==> src/rtl/fifo_wr_arbiter.sv <==
// Round-robin write-port arbiter sharing one FIFO among NUM_REQ producers; tracks FIFO occupancy.
// Build option FIFO_ARB_STRICT_PRIO_EN: fixed lowest-index-wins arbitration instead of round-robin.

module fifo_wr_arbiter_lane #(
  parameter int DATA_W = 8,
  parameter int GW     = 2,
  parameter int IDX    = 0
) (
  input  logic [GW-1:0]     grant_id,
  input  logic              grant_open,
  input  logic              valid,
  input  logic [DATA_W-1:0] data,
  output logic              ready,
  output logic              sel_valid,
  output logic [DATA_W-1:0] dout
);
  localparam logic [GW-1:0] ID = GW'(IDX);

  logic sel;
  assign sel       = (grant_id == ID);
  assign ready     = sel & grant_open;
  assign sel_valid = sel & valid;
  assign dout      = sel ? data : '0;
endmodule

module fifo_wr_arbiter #(
  parameter  int NUM_REQ      = 4,
  parameter  int DATA_W       = 8,
  parameter  int MAX_BURST    = 4,
  parameter  int USABLE_DEPTH = 7,
  localparam int GW           = (NUM_REQ > 1) ? $clog2(NUM_REQ) : 1
) (
  input  logic                      clk,
  input  logic                      rst,
  input  logic [NUM_REQ-1:0]        req_valid,
  input  logic [NUM_REQ*DATA_W-1:0] req_data,
  output logic [NUM_REQ-1:0]        req_ready,
  input  logic                      fifo_full,
  input  logic                      fifo_empty,
  input  logic                      fifo_rd_enb,
  output logic                      fifo_wr_enb,
  output logic [DATA_W-1:0]         fifo_data_in,
  output logic [GW-1:0]             grant_id,
  output logic                      busy,
  output logic [3:0]                level
);
  typedef enum logic {IDLE, GRANT} state_t;

  state_t                          state;
  logic   [GW-1:0]                 rr_ptr;
  logic   [3:0]                    beat_cnt;
  logic                            grant_open;
  logic                            beat;
  logic                            cur_valid;
  logic   [NUM_REQ-1:0]            lane_sel_valid;
  logic   [NUM_REQ-1:0][DATA_W-1:0] lane_dout;
  logic   [GW-1:0]                 pick;
  logic   [GW-1:0]                 next_ptr;
  logic                            wr_acc;
  logic                            rd_acc;

  // Reset gates the write so a beat presented in the reset cycle is dropped.
  assign grant_open = (state == GRANT) & ~fifo_full & ~rst;

  for (genvar i = 0; i < NUM_REQ; i++) begin : g_lane
    fifo_wr_arbiter_lane #(.DATA_W(DATA_W), .GW(GW), .IDX(i)) u_lane (
      .grant_id  (grant_id),
      .grant_open(grant_open),
      .valid     (req_valid[i]),
      .data      (req_data[i*DATA_W +: DATA_W]),
      .ready     (req_ready[i]),
      .sel_valid (lane_sel_valid[i]),
      .dout      (lane_dout[i])
    );
  end

  assign beat        = |(req_ready & req_valid);
  assign cur_valid   = |lane_sel_valid;
  assign fifo_wr_enb = beat;

  always_comb begin
    fifo_data_in = '0;
    for (int i = 0; i < NUM_REQ; i++) fifo_data_in = fifo_data_in | lane_dout[i];
  end

  // First valid index at or after rr_ptr, wrapping; rr_ptr stays 0 in strict mode.
  always_comb begin
    logic [GW:0] sum;
    logic        found;
    pick  = '0;
    found = 1'b0;
    sum   = '0;
    for (int k = 0; k < NUM_REQ; k++) begin
      sum = {1'b0, rr_ptr} + (GW+1)'(k);
      if (sum >= (GW+1)'(NUM_REQ)) sum = sum - (GW+1)'(NUM_REQ);
      if (!found && req_valid[sum[GW-1:0]]) begin
        found = 1'b1;
        pick  = sum[GW-1:0];
      end
    end
  end

  assign next_ptr = (grant_id == GW'(NUM_REQ-1)) ? '0 : grant_id + GW'(1);

  always_ff @(posedge clk) begin
    if (rst) begin
      state    <= IDLE;
      rr_ptr   <= '0;
      grant_id <= '0;
      beat_cnt <= '0;
      busy     <= 1'b0;
    end else begin
      case (state)
        IDLE: begin
          if (|req_valid) begin
            grant_id <= pick;
            beat_cnt <= '0;
            state    <= GRANT;
            busy     <= 1'b1;
          end
        end
        GRANT: begin
          if (!cur_valid || (beat && beat_cnt == 4'(MAX_BURST-1))) begin
            state <= IDLE;
            busy  <= 1'b0;
`ifdef FIFO_ARB_STRICT_PRIO_EN
            rr_ptr <= '0;
`else
            rr_ptr <= next_ptr;
`endif
          end else if (beat) begin
            beat_cnt <= beat_cnt + 4'd1;
          end
        end
        default: state <= IDLE;
      endcase
    end
  end

  assign wr_acc = fifo_wr_enb & ~fifo_full;
  assign rd_acc = fifo_rd_enb & ~fifo_empty;

  always_ff @(posedge clk) begin
    if (rst)
      level <= '0;
    else if (wr_acc && !rd_acc && level != 4'(USABLE_DEPTH))
      level <= level + 4'd1;
    else if (rd_acc && !wr_acc && level != 4'd0)
      level <= level - 4'd1;
  end
endmodule
==> config.mk <==
export PLATFORM = sky130hd
export DESIGN_NAME = fifo_wr_arbiter
export DESIGN_NICKNAME = d
export VERILOG_FILES = /design/src/rtl/fifo_wr_arbiter.sv
export SDC_FILE = /design/constraint.sdc
export NUM_CORES = 1
export LEC_CHECK = 0
export CAP_MARGIN = 20
export CORE_ASPECT_RATIO = 1.2
export CORE_UTILIZATION = 39
export DETAILED_ROUTE_END_ITERATION = 16
export PLACE_DENSITY_LB_ADDON = 0.15
export SLEW_MARGIN = 20
export SYNTH_ARGS = -nofsm -noshare
export SYNTH_HDL_FRONTEND = slang
export SYNTH_SLANG_ARGS = --single-unit
==> constraint.sdc <==
create_clock -name clk -period 3.71 [get_ports clk]
set_clock_uncertainty 0.1 [all_clocks]
set_input_delay 1.113 -clock clk [delete_from_list [all_inputs] [get_ports clk]]
set_output_delay 1.113 -clock clk [all_outputs]
set_load 0.02 [all_outputs]
* After elaboration in Yosys (flattened, before gate mapping)
Cells that the tools add are included.
** Operators by class
- Reduce and logical (&&, ||, !) cells :: 25
- Magnitude comparators :: 8
- Bitwise logic cells :: 20
- Add/subtract/negate cells :: 11
- Equal/unequal tests :: 9
- Muxes and demuxes :: 36
** Operators with widths (count)
- 8-bit 2-to-1 mux :: 4
- 8-bit OR :: 3
- 4-bit 2-to-1 mux :: 5
- 2-bit 2-to-1 mux :: 9
- 1-bit AND :: 12
- 2-bit by 3-bit less-than comparator with 1-bit output (second input constant) :: 4
- 4-bit OR reduction :: 3
- 1-bit 2-to-1 mux :: 11
- 3-bit >= comparator (second input constant) :: 3
- 4-bit by 1-bit adder with 4-bit output (second input constant) :: 2
- 1-bit binary-select mux with 2-bit select :: 4
- 1-bit logical AND :: 8
- 4-bit one-hot mux with 2 select lines :: 1
- 2-bit by 1-bit subtractor with 2-bit output (second input constant) :: 4
- 2-bit by 2-bit adder with 3-bit output (second input constant) :: 2
- 1-bit logical NOT :: 6
- 2-bit != test (second input constant) :: 3
- 2-bit AND reduction :: 3
- 4-bit AND :: 1
- 2-bit equality test (second input constant) :: 2
- 4-bit by 2-bit equality test with 1-bit output (second input constant) :: 1
- 4-bit by 3-bit != test with 1-bit output (second input constant) :: 1
- 1-bit NOT :: 4
- 1-bit one-hot mux with 2 select lines :: 2
- 11 further kinds :: 11
** Storage, ports and cells
- Logic and storage cells :: 115
- Bits of input ports :: 41
- Register bits :: 14

* Logic depth before layout (Yosys ltp)
Gate-level depths: netlist of the first run.
- Depth in word-level cells :: 14
- Mapped depth :: 12
- Depth with buffers taken out :: 11

* Cells and area by module
A second synthesis of the first run with hierarchy kept.
** Second synthesis, totals
- Cell total of the unflattened synthesis :: 144
- Area, all modules :: 1273.7 um^2
** Modules (own cells, without submodules)
- fifo_wr_arbiter :: area an instance 888.4 um^2, cells an instance 102, times used 1
- fifo_wr_arbiter_lane at g_lane[1].u_lane ... :: area an instance 87.6 um^2, cells an instance 10, times used 2
- fifo_wr_arbiter_lane at g_lane[0].u_lane :: area an instance 147.6 um^2, cells an instance 12, times used 1
- fifo_wr_arbiter_lane at g_lane[3].u_lane :: area an instance 62.6 um^2, cells an instance 10, times used 1

* Worst setup path after synthesis of the first run
Ideal clock, no wire load.
- Kind :: input port to flip-flop
- Start :: input port fifo_full
- End :: register level[3]
- Arrival :: 3.071 ns
- Path slack :: 0.468 ns
- Stages :: 9
- Required time :: 3.539 ns
- Setup time :: 0.071 ns
- Path buffers :: 0
- Path through :: or3b_4 > a21oi_4 > nand2_1 > ha_1 > a21oi_1 > nand2_1 > and4bb_2 > or3_1 > a21oi_1
** On the way
- Longest elaborated chain between the ends :: 11
- Elaborated cells between the ends (all ways) :: 17
** RTL lines
- from (decl) :: line 38 : input logic fifo_full,
- 1-bit NOT (*) :: line 63 : assign grant_open = (state == GRANT) & ~fifo_full & ~rst;
- 1-bit AND (*) (2 in a row) :: line 63
- 1-bit AND :: line 21 : assign ready = sel & grant_open;
- 4-bit AND (*) :: line 77 : assign beat = |(req_ready & req_valid);
- 4-bit OR reduction (*) :: line 77
- net fifo_wr_enb :: line 41 : output logic fifo_wr_enb,
- 1-bit AND (*) :: line 140 : assign wr_acc = fifo_wr_enb & ~fifo_full;
- 1-bit logical NOT :: line 148 : else if (rd_acc && !wr_acc && level != 4'd0)
- 1-bit logical AND (2 in a row) :: line 148
- 2-bit nonzero test (no source line)
- to (signal assigned) :: line 147 : level <= level + 4'd1;
- to (signal assigned) :: line 149 : level <= level - 4'd1;
- to (decl) :: line 45 : output logic [3:0] level
Mark *: on every way through the listed nets, which the timed path passes. The rest lies on a longest branch.
A chain may end at the register's enable or synchronous reset.

* Worst setup path in the final report of the first run
- Start :: input port fifo_full
- End :: output port fifo_wr_enb
** On the way
- Longest elaborated chain between the ends :: 6
- Elaborated cells between the ends (all ways) :: 9
** RTL lines (line)
- 1-bit NOT (*) :: 63
- 1-bit AND (*) (2 in a row) :: 63
- 1-bit AND :: 21
- 4-bit AND (*) :: 77
- 4-bit OR reduction (*) :: 77
- to (decl) :: 41
Mark *: on every way between the ends. The rest lies on a longest branch, timed or not.

==> results of run 1 <==
-- report_power, final --
group	switching, mW	internal [mW]
registers	0.0176	0.163
clock network	0.0509	0.0597
logic	0.112	0.132
total	0.180	0.355
-- through the flow --
step | cells | hold slack (ns) | area (µm²) | worst slack (ns) | util, %
6_report | 238 | 0.405 | 1810 | 0.0627 | 69.0
5_1_grt | 238 | 0.447 | 1810 | 0.0347 | 69.0
4_1_cts | 238 | 0.406 | 1810 | 0.0551 | 69.0
3_5_place_dp | 234 | 0.388 | 1780 | -0.212 | 67.9
3_3_place_gp | 234 | 0.381 | 1780 | -0.179 | 67.9
2_1_floorplan | 139 | 0.380 | 1110 | 0.468 | -
-- layer usage --
metal / vias to the layer above / global-route usage [%] / share of wire (%)
li1: 638 / - / -
met1: 580 / 21.7 / 40
met2: 57 / 41.5 / 49
met3: 4 / 6.52 / 10
met4: 0 / 7.94 / 1.1
met5: - / 0 / 0
-- sequential cells by signal, indices dropped and copies added (netlist names) --
register / count
beat_cnt: 4
state: 1
level: 4
busy: 1
grant_id: 2
rr_ptr: 2
-- cell usage after synthesis, drive strengths merged --
cell	number
a22oi	18
nand2	16
dfxtp	14
nor2	12
inv	8
a21oi	7
buf	7
ha	7
and2	4
mux2i	4
nor3	4
o21ai	4
a211oi	3
nand3	3
xnor2	3
clkbuf	2
nor2b	2
nor3b	2
o22ai	2
xor2	2
a41o	1
and3	1
and4bb	1
fa	1
nand2b	1
nand3b	1
nand4	1
nor4	1
o211ai	1
o221ai	1
o22a	1
o41ai	1
or2	1
or3	1
or3b	1
-- final cells by class --
| class | count | area [µm²] | share of cell area [%] |
|---|---|---|---|
| multi-input combinational | 108 | 748 | 41.3 |
| timing repair buffer | 71 | 677 | 37.3 |
| sequential | 14 | 280 | 15.5 |
| tap | 33 | 41.3 | 2.28 |
| clock buffer | 4 | 36.3 | 2.00 |
| inverter | 8 | 30.0 | 1.66 |
-- worst max-delay path: cells and delay by family --
kind / cells / cell delay [ns]
AO/OA/AOI/OAI: 1 / 0.13
buffers and inverters: 2 / 0.77
AND/OR/NAND/NOR: 1 / 0.42
-- timing repair --
| action | CTS | global route |
|---|---|---|
| hold buffers | 0 | 0 |
| resized for setup | 5 | 0 |
| endpoints found under the setup margin | 5 | 0 |
-- cells by family after synthesis --
kind of cell | count (synthesis)
muxes | 4
adders and majority gates | 8
DFF | 14
and+or+nand+nor | 52
AOI/OAI and AO/OA | 39
xor gates and xnor gates | 5
buffers and inverters | 17
-- worst paths after layout --
check	from	to	slack, ns	cells past startpoint
setup / recovery	fifo_full	fifo_wr_enb	0.06	4
hold / removal	busy	busy	0.41	2
setup reg to reg	grant_id[0]	level[3]	0.82	12
hold reg to reg	busy	busy	0.41	2
==> metrics.yaml, run 1 <==
dieHeight_um: 60.5
hpwl_mm: 2.61
mostFrequentLayoutCells: "clkdlybuf4s50_1, a22oi_1, nand2_1"
h-tree-depth: 1
tightest_slew_ns: 0.521
fp.dieArea_um2: 3070
nFillCells: 207
final_common_cell: "clkdlybuf4s50_1"
final.setup.tns_ns: 0
total_power_mw: 0.536
first_iter_violations: 40
clk_latency_ns: 0.28
wl_per_cell_um: 13.6
critPathMaxStageDelay_ns: 0.43
synth-adder-area-share_pct: 9.68
vias: 1279
post-route-period-util_pct: 98.3
synth_top_area_share_pct: 25.2
firstDrtPassIters: 4
synthMuxAreaShare_pct: 3.60
ys_seq_elements: 14
rows: 20
numCtsBuffers: 3
drc: 0
clockRootBuffer: "clkbuf_4"
path_class: "input port to primary output"
synth_area_leaders: "dfxtp_1, a22oi_1, ha_1"
via_per_inst: 5.37
slowest_stage: "clkdlybuf4s50_1"
maxSlewViolCount: 0
grt_max_degree: 13
cp_data_required_time_ns: 2.50
crit_arrival_ns: 2.43
crit_path_end_kind: "primary output"
cts_tree: "built"
start_util_pct: 42.3
rsz0062_at_grt: "no"
timing.final.crit_period_ns: 3.65
cp_cell_sequence: "clkdlybuf4s50_1, or3b_4, a21oi_4, dlygate4sd2_1"
syn2layout_area_growth_pct: 63.2
synth.distinct_cells: 39
synthesis.instances: 139
syn_area_um2: 1110
yosys.area_share.xor_xnor_pct: 3.94
core-area_um2: 2630
synth_simple_gate_area_share_pct: 24.0
fin_nets: 255
io_pins: 61
hold_viol_final: 0
yosysSeqAreaShare_pct: 25.2
powerDensity_nw_per_um2: 295
antenna_cells: 0
drive_gt1_share_pct: 10.7
syn_nets: 188
gp_congestion: 0.822
grt_pass1_vias: 1217
yosys.area.top_type: "dfxtp_1"
status: "finished, final reports clean"
synth_compound_area_share_pct: 26.1
grtUsageTotal_pct: 21.5
p_leak_nw: 0.721
die_w_um: 50.7
grt_pass1_wl_mm: 5.02
portBuffers: 60
min_path_type: "flop to flop"
drt_wl_total_mm: 3.23
clock_path_buffers: 2
cp-start-kind: "input port"
cts_sinks: 14
antenna_found_initial: 0
cp_max_fo: 2
overflow: 0
clk_pin_slew_worst_paths_ns: 0.08
antenna_left: 0
synth_top_family_by_area: "compound AO/OA/AOI/OAI gates"
slew_headroom_pct: 65.0
max_cap_viol_count: 0
max_freq_mhz: 274
cts_setup_buffers: 0
setup_viol: 0
synth_warnings: 0
syn_area_per_cell_um2: 7.99
ir_drop_uv: 240
Note: power is estimated with default switching activity, not from simulation.
==> run 2, diff against run 1 <==
--- a/config.mk
+++ b/config.mk
@@ -6,11 +6,15 @@
 export NUM_CORES = 1
 export LEC_CHECK = 0
 export CAP_MARGIN = 20
+export CELL_PAD_IN_SITES_DETAIL_PLACEMENT = 1
+export CELL_PAD_IN_SITES_GLOBAL_PLACEMENT = 1
 export CORE_ASPECT_RATIO = 1.2
-export CORE_UTILIZATION = 39
+export CORE_UTILIZATION = 29
 export DETAILED_ROUTE_END_ITERATION = 16
+export GPL_TIMING_DRIVEN = 0
 export PLACE_DENSITY_LB_ADDON = 0.15
 export SLEW_MARGIN = 20
 export SYNTH_ARGS = -nofsm -noshare
 export SYNTH_HDL_FRONTEND = slang
+export SYNTH_HIERARCHICAL = 1
 export SYNTH_SLANG_ARGS = --single-unit
==> run 2 against run 1 <==
Die area rose by 52%. Critical path type unchanged. Register-to-register slack worse by 0.40 ns. Critical path depth unchanged. Sequential share of layout area down 1.7 points. Wire length is 33% higher. Worst setup slack lost 0.031 ns. Sequential cell count is the same.
==> metrics.yaml, run 2 <==
timing.final.crit_period_ns: 3.68
antenna_found_initial: 0
synth-edff-count: 0
gp_congestion: 0.833
syn2layout_area_growth_pct: 59.8
via_per_inst: 5.35
crit_buf_inv: 2
antenna_cells: 0
first_iter_violations: 31
clock_path_buffers: 2
setup_viol: 0
grt_max_degree: 36
dp_cells: 260
grt_pass1_vias: 1476
regArea_um2: 280
clk_latency_ns: 0.25
ys_seq_elements: 14
numCtsBuffers: 3
swShare_pct: 34.0
mostFrequentLayoutCells: "clkdlybuf4s50_1, and3b_1, dfxtp_1"
multi_input_comb_area_um2: 993
dp_slack_ns: -0.823
antenna_left: 0
io_pins: 61
clk_pin_slew_worst_paths_ns: 0.06
drc: 0
wl_per_cell_um: 16.1
p_leak_nw: 0.941
start_util_pct: 30.1
cp_max_fo: 1
slew_headroom_pct: 39.4
ys.flop_type: "dfxtp_1"
max_freq_mhz: 272
synth_common_cells: "and3b_1, dfxtp_1, nor2_1"
ir_drop_uv: 220
pwr-share-comb_pct: 41.5
crit_arrival_ns: 2.46
yosysMostFrequentCell: "and3b_1"
slowest_stage: "or4_1"
synth_area_leaders: "dfxtp_1, and3b_1, nor3b_2"
grtUsageTotal_pct: 19.2
final_cell_count_no_fill: 268
rows: 26
synth.distinct_cells: 39
critPathMaxStageDelay_ns: 0.51
die_w_um: 62.5
yosys.area.top_type: "dfxtp_1"
powerDensity_nw_per_um2: 290
synth_top_area_share_pct: 22.0
status: "finished, final reports clean"
hold_buffers: 0
clockRootBuffer: "clkbuf_8"
cts_sinks: 14
p_seq_share_pct: 32.7
firstDrtPassIters: 4
grt_pass1_wl_mm: 7.08
tightest_slew_ns: 0.907
setup_ws_ns: 0.0322
cts_tree: "built"
core-area_um2: 4230
drive_gt1_share_pct: 20.8
hpwl_mm: 3.29
syn_area_per_cell_um2: 8.85
syn_nets: 190
max_cap_viol_count: 0
nFillCells: 504
yosysSeqAreaShare_pct: 22.0
maxSlewViolCount: 0
crit_path_end_kind: "primary output"
final_common_cell: "clkdlybuf4s50_1"
dieHeight_um: 74.6
min_path_type: "flop to flop"
synth_async_sr_flop_share_pct: 0
clkPwrFrac_pct: 25.8
largest_registers: "beat_cnt: 4 flops, level: 4 flops"
final.setup.tns_ns: 0
post-route-period-util_pct: 99.1
portBuffers: 60
drt_wl_total_mm: 4.31
internal_power_mw: 0.389
fp.dieArea_um2: 4660
path_class: "input port to primary output"
cp_cell_sequence: "clkdlybuf4s50_1, and3b_1, or4_1, clkdlybuf4s15_2"
hold_viol_final: 0
overflow: 0
power_switching_mw: 0.201
h-tree-depth: 1
crit_family: "simple AND/OR/NAND/NOR gates"
fin_nets: 259
syn_area_um2: 1270
vias: 1433
synth_warnings: 6
cp_data_required_time_ns: 2.50
cp-start-kind: "input port"
synthesis.instances: 144
hold_ws_ns: 0.393
rsz0062_at_grt: "no"
==> run 2: cell type report <==
class / instances / area share [%]
buffer: 3 / 1.78
clock buffer: 4 / 2.70
sequential: 14 / 13.8
inverter: 4 / 0.738
tap: 56 / 3.44
multi-input combinational: 123 / 48.8
timing repair buffer: 64 / 28.8
==> run 2: worst min-delay path, stage by stage, from the launching register on <==
cell and delay (ns):
dfxtp_1 0.33, nand2_1 0.07, a21oi_1 0.05
==> run 2: worst paths after layout <==
| check | startpoint | to | slack, ns | cells past startpoint |
|---|---|---|---|---|
| worst max-delay path | req_data[9] | fifo_data_in[1] | 0.03 | 4 |
| worst min-delay path | beat_cnt[1] | beat_cnt[1] | 0.39 | 2 |
| worst max register to register | grant_id[1] | level[3] | 0.42 | 11 |
| worst min register to register | beat_cnt[1] | beat_cnt[1] | 0.39 | 2 |
==> run 2: cells by family (layout without fill, tap and decap cells) <==
logic type      count (synthesis)  in the layout  share of synthesized area (%)
compound gates                 28             28                           17.2
xor+xnor                        3              3                           2.06
fa+ha+maj                       5              5                           5.50
buf+inv                         7             75                           3.24
flops                          14             14                           22.0
mux                             4              4                           3.24
simple gates                   83             83                           46.8
==> run 2: per-stage QoR <==
step                instance area (µm²)  power [mW]  util, %
floorplan                          1320       0.324        -
global placement                   1990       0.434     47.1
detailed placement                 1990       0.447     47.1
CTS                                2070       0.603     49.1
global route                       2040       0.626     48.1
finish                             2040       0.590     48.1
==> run 2: timing repair <==
| item | CTS | global route |
|---|---|---|
| gates resized for setup | 31 | 10 |
| endpoints found under the setup margin | 15 | 10 |
| pin swaps | 3 | 4 |
| buffers inserted | 4 | 0 |
==> run 2: power by group through the flow <==
stage	registers (mW)	logic (mW)	clock network, mW
after floorplan	0.200	0.124	0
after global placement	0.194	0.240	0
after detailed placement	0.196	0.250	0
after CTS	0.193	0.253	0.158
after global routing	0.198	0.266	0.162
final	0.193	0.245	0.152
==> run 2: per-layer routing <==
layer  vias to the layer above  wire, µm  part of all wire (%)  global-route usage [%]
met1                       690      1830                    42                    21.8
met3                         4       191                   4.4                    2.91
li1                        692         -                     -                       -
met4                         0        29                  0.67                    4.65
met5                         -         0                     0                       0
met2                        47      2260                    52                    37.6
==> run 3, diff against run 2 <==
--- a/config.mk
+++ b/config.mk
@@ -5,11 +5,12 @@
 export SDC_FILE = /design/constraint.sdc
 export NUM_CORES = 1
 export LEC_CHECK = 0
+export ABC_AREA = 1
 export CAP_MARGIN = 20
 export CELL_PAD_IN_SITES_DETAIL_PLACEMENT = 1
 export CELL_PAD_IN_SITES_GLOBAL_PLACEMENT = 1
 export CORE_ASPECT_RATIO = 1.2
-export CORE_UTILIZATION = 29
+export CORE_UTILIZATION = 28
 export DETAILED_ROUTE_END_ITERATION = 16
 export GPL_TIMING_DRIVEN = 0
 export PLACE_DENSITY_LB_ADDON = 0.15
==> run 3 against run 2 <==
Combinational power rose to 2.7 times the previous value. Wire length up 9.8%. Sequential share of layout area down 0.96 points. Largest cell class unchanged. Via count up 26%. Sequential cell count unchanged. Fmax up 0.88%. Largest power group unchanged. Clock power down 17%. Cell count up 49%. Critical path depth up 1. First-iteration DRC count up 23%.
==> metrics.yaml, run 3 <==
yosys.area.top_type: "dfxtp_1"
ir_drop_uv: 300
drc: 0
wl_per_cell_um: 11.9
io_pins: 61
p_leak_nw: 1.19
final.setup.tns_ns: 0
crit_path_end_kind: "primary output"
firstDrtPassIters: 4
clk_latency_ns: 0.25
vias: 1811
syn_nets: 322
min_path_type: "flop to flop"
slowest_stage: "or4_1"
yosysMostFrequentCell: "nand2_1"
hpwl_mm: 3.85
synth-adder-area-share_pct: 4.71
synth_warnings: 6
synth_top_family_by_area: "simple AND/OR/NAND/NOR gates"
core-area_um2: 5010
final_common_cell: "nand2_1"
synth_simple_gate_area_share_pct: 52.8
synthMuxAreaShare_pct: 0
gp_congestion: 0.734
setup_ws_ns: 0.0644
numCtsBuffers: 3
grtUsageMet1_pct: 21.4
via_per_inst: 4.54
cp_max_fo: 1
maxSlewViolCount: 0
fin_nets: 387
antenna_left: 0
drive_gt1_share_pct: 8.55
slew_headroom_pct: 77.3
timing.final.crit_period_ns: 3.65
post-route-period-util_pct: 98.3
cp-start-kind: "input port"
syn_area_um2: 1490
antenna_cells: 0
synth_async_sr_flop_share_pct: 0
drt_wl_total_mm: 4.73
syn2layout_area_growth_pct: 47.1
max_cap_viol_count: 0
ys_seq_elements: 14
rsz0062_at_grt: "no"
path_class: "input port to primary output"
grt_use_met3_pct: 2.22
mostFrequentLayoutCells: "nand2_1, nor2_1, inv_1"
cp_data_required_time_ns: 2.50
powerDensity_nw_per_um2: 459
cts_sinks: 14
busiest_layer: "met2"
portBuffers: 60
crit_arrival_ns: 2.43
dieHeight_um: 81.9
dp_slack_ns: -0.831
synth_area_leaders: "dfxtp_1, nand2_1, nor2_1"
synth-edff-count: 0
fin_util_pct: 43.7
critPathMaxStageDelay_ns: 0.50
overflow: 0
cts_tree: "built"
h-tree-depth: 1
tightest_slew_ns: 0.341
synth.distinct_cells: 25
hold_viol_final: 0
synthesis.instances: 276
max_freq_mhz: 274
synth_top_area_share_pct: 18.8
rows: 28
yosysSeqAreaShare_pct: 18.8
total_power_mw: 1.01
ys.flop_type: "dfxtp_1"
cp_cell_sequence: "clkdlybuf4s50_1, inv_1, nor2_1, or4_1, dlygate4sd2_1"
clk_pin_slew_worst_paths_ns: 0.06
start_util_pct: 29.7
syn_area_per_cell_um2: 5.39
synth_compound_area_share_pct: 5.21
die_w_um: 68.5
largest_registers: "beat_cnt: 4 flops, level: 4 flops"
clockRootBuffer: "clkbuf_8"
grt_pass1_vias: 1757
synth_common_cells: "nand2_1, nor2_1, inv_1"
setup_viol: 0
grtUsageTotal_pct: 18.3
status: "finished, final reports clean"
clock_path_buffers: 2
grt_max_degree: 11
antenna_found_initial: 0
first_iter_violations: 38
fp.dieArea_um2: 5610
yosys.area_share.xor_xnor_pct: 1.77
grtUsageMet2_pct: 34.9
grt_pass1_wl_mm: 7.85
-- run 3: worst paths after layout --
kind,start,to,slack (ns),depth (start not counted)
worst max-delay path,req_data[9],fifo_data_in[1],0.06,5
worst min-delay path,busy,busy,0.39,2
worst max register to register,state,level[3],0.97,16
worst min register to register,busy,busy,0.39,2
-- run 3: kinds of logic (layout without fill, tap and decap cells) --
group / count (synthesis) / after routing
adder cells (fa/ha/maj): 5 / 5
flip-flops: 14 / 14
AND/OR/NAND/NOR: 175 / 175
buffers and inverters: 64 / 127
XOR/XNOR: 3 / 3
AO/OA/AOI/OAI: 15 / 15
-- run 3: per-layer routing --
layer	routed length [µm]	share of wire, %
met5	0	0
met4	30	0.63
met3	210	4.4
met2	2400	51
met1	2090	44
-- run 3: power by group --
| part | leakage [nW] | switching [mW] | internal [mW] |
|---|---|---|---|
| registers | 0.115 | 0.0448 | 0.181 |
| clock network | 0.0216 | 0.0543 | 0.0719 |
| logic | 1.05 | 0.393 | 0.260 |
| total | 1.19 | 0.492 | 0.513 |
-- run 3: timing repair --
item,4_1_cts,5_1_grt
gates resized for setup,19,13
pin swaps,1,1
setup endpoints to repair,14,8
endpoints found under the hold margin,0,0
hold buffers,0,0
setup buffers,0,0
-- run 3: area by class of cell --
cell class / instances / area [µm²]
Buffer: 1 / 11.3
Clock buffer: 3 / 41.3
Fill cell: 725 / 2820
Inverter: 63 / 236
Multi-Input combinational cell: 198 / 973
Sequential cell: 14 / 280
Tap cell: 60 / 75.1
Timing Repair Buffer: 60 / 571
-- run 3: critical path: cells and delay by family --
kind	cells	cell delay, ns
and+or+nand+nor	2	0.53
buffers and inverters	3	0.79
-- run 3: metrics by stage --
step	std cells	hold slack [ns]	area, µm²
4_1_cts	399	0.395	2190
3_3_place_gp	396	0.371	2160
5_1_grt	399	0.423	2190
2_1_floorplan	276	0.358	1490
3_5_place_dp	396	0.380	2160
6_report	399	0.389	2190
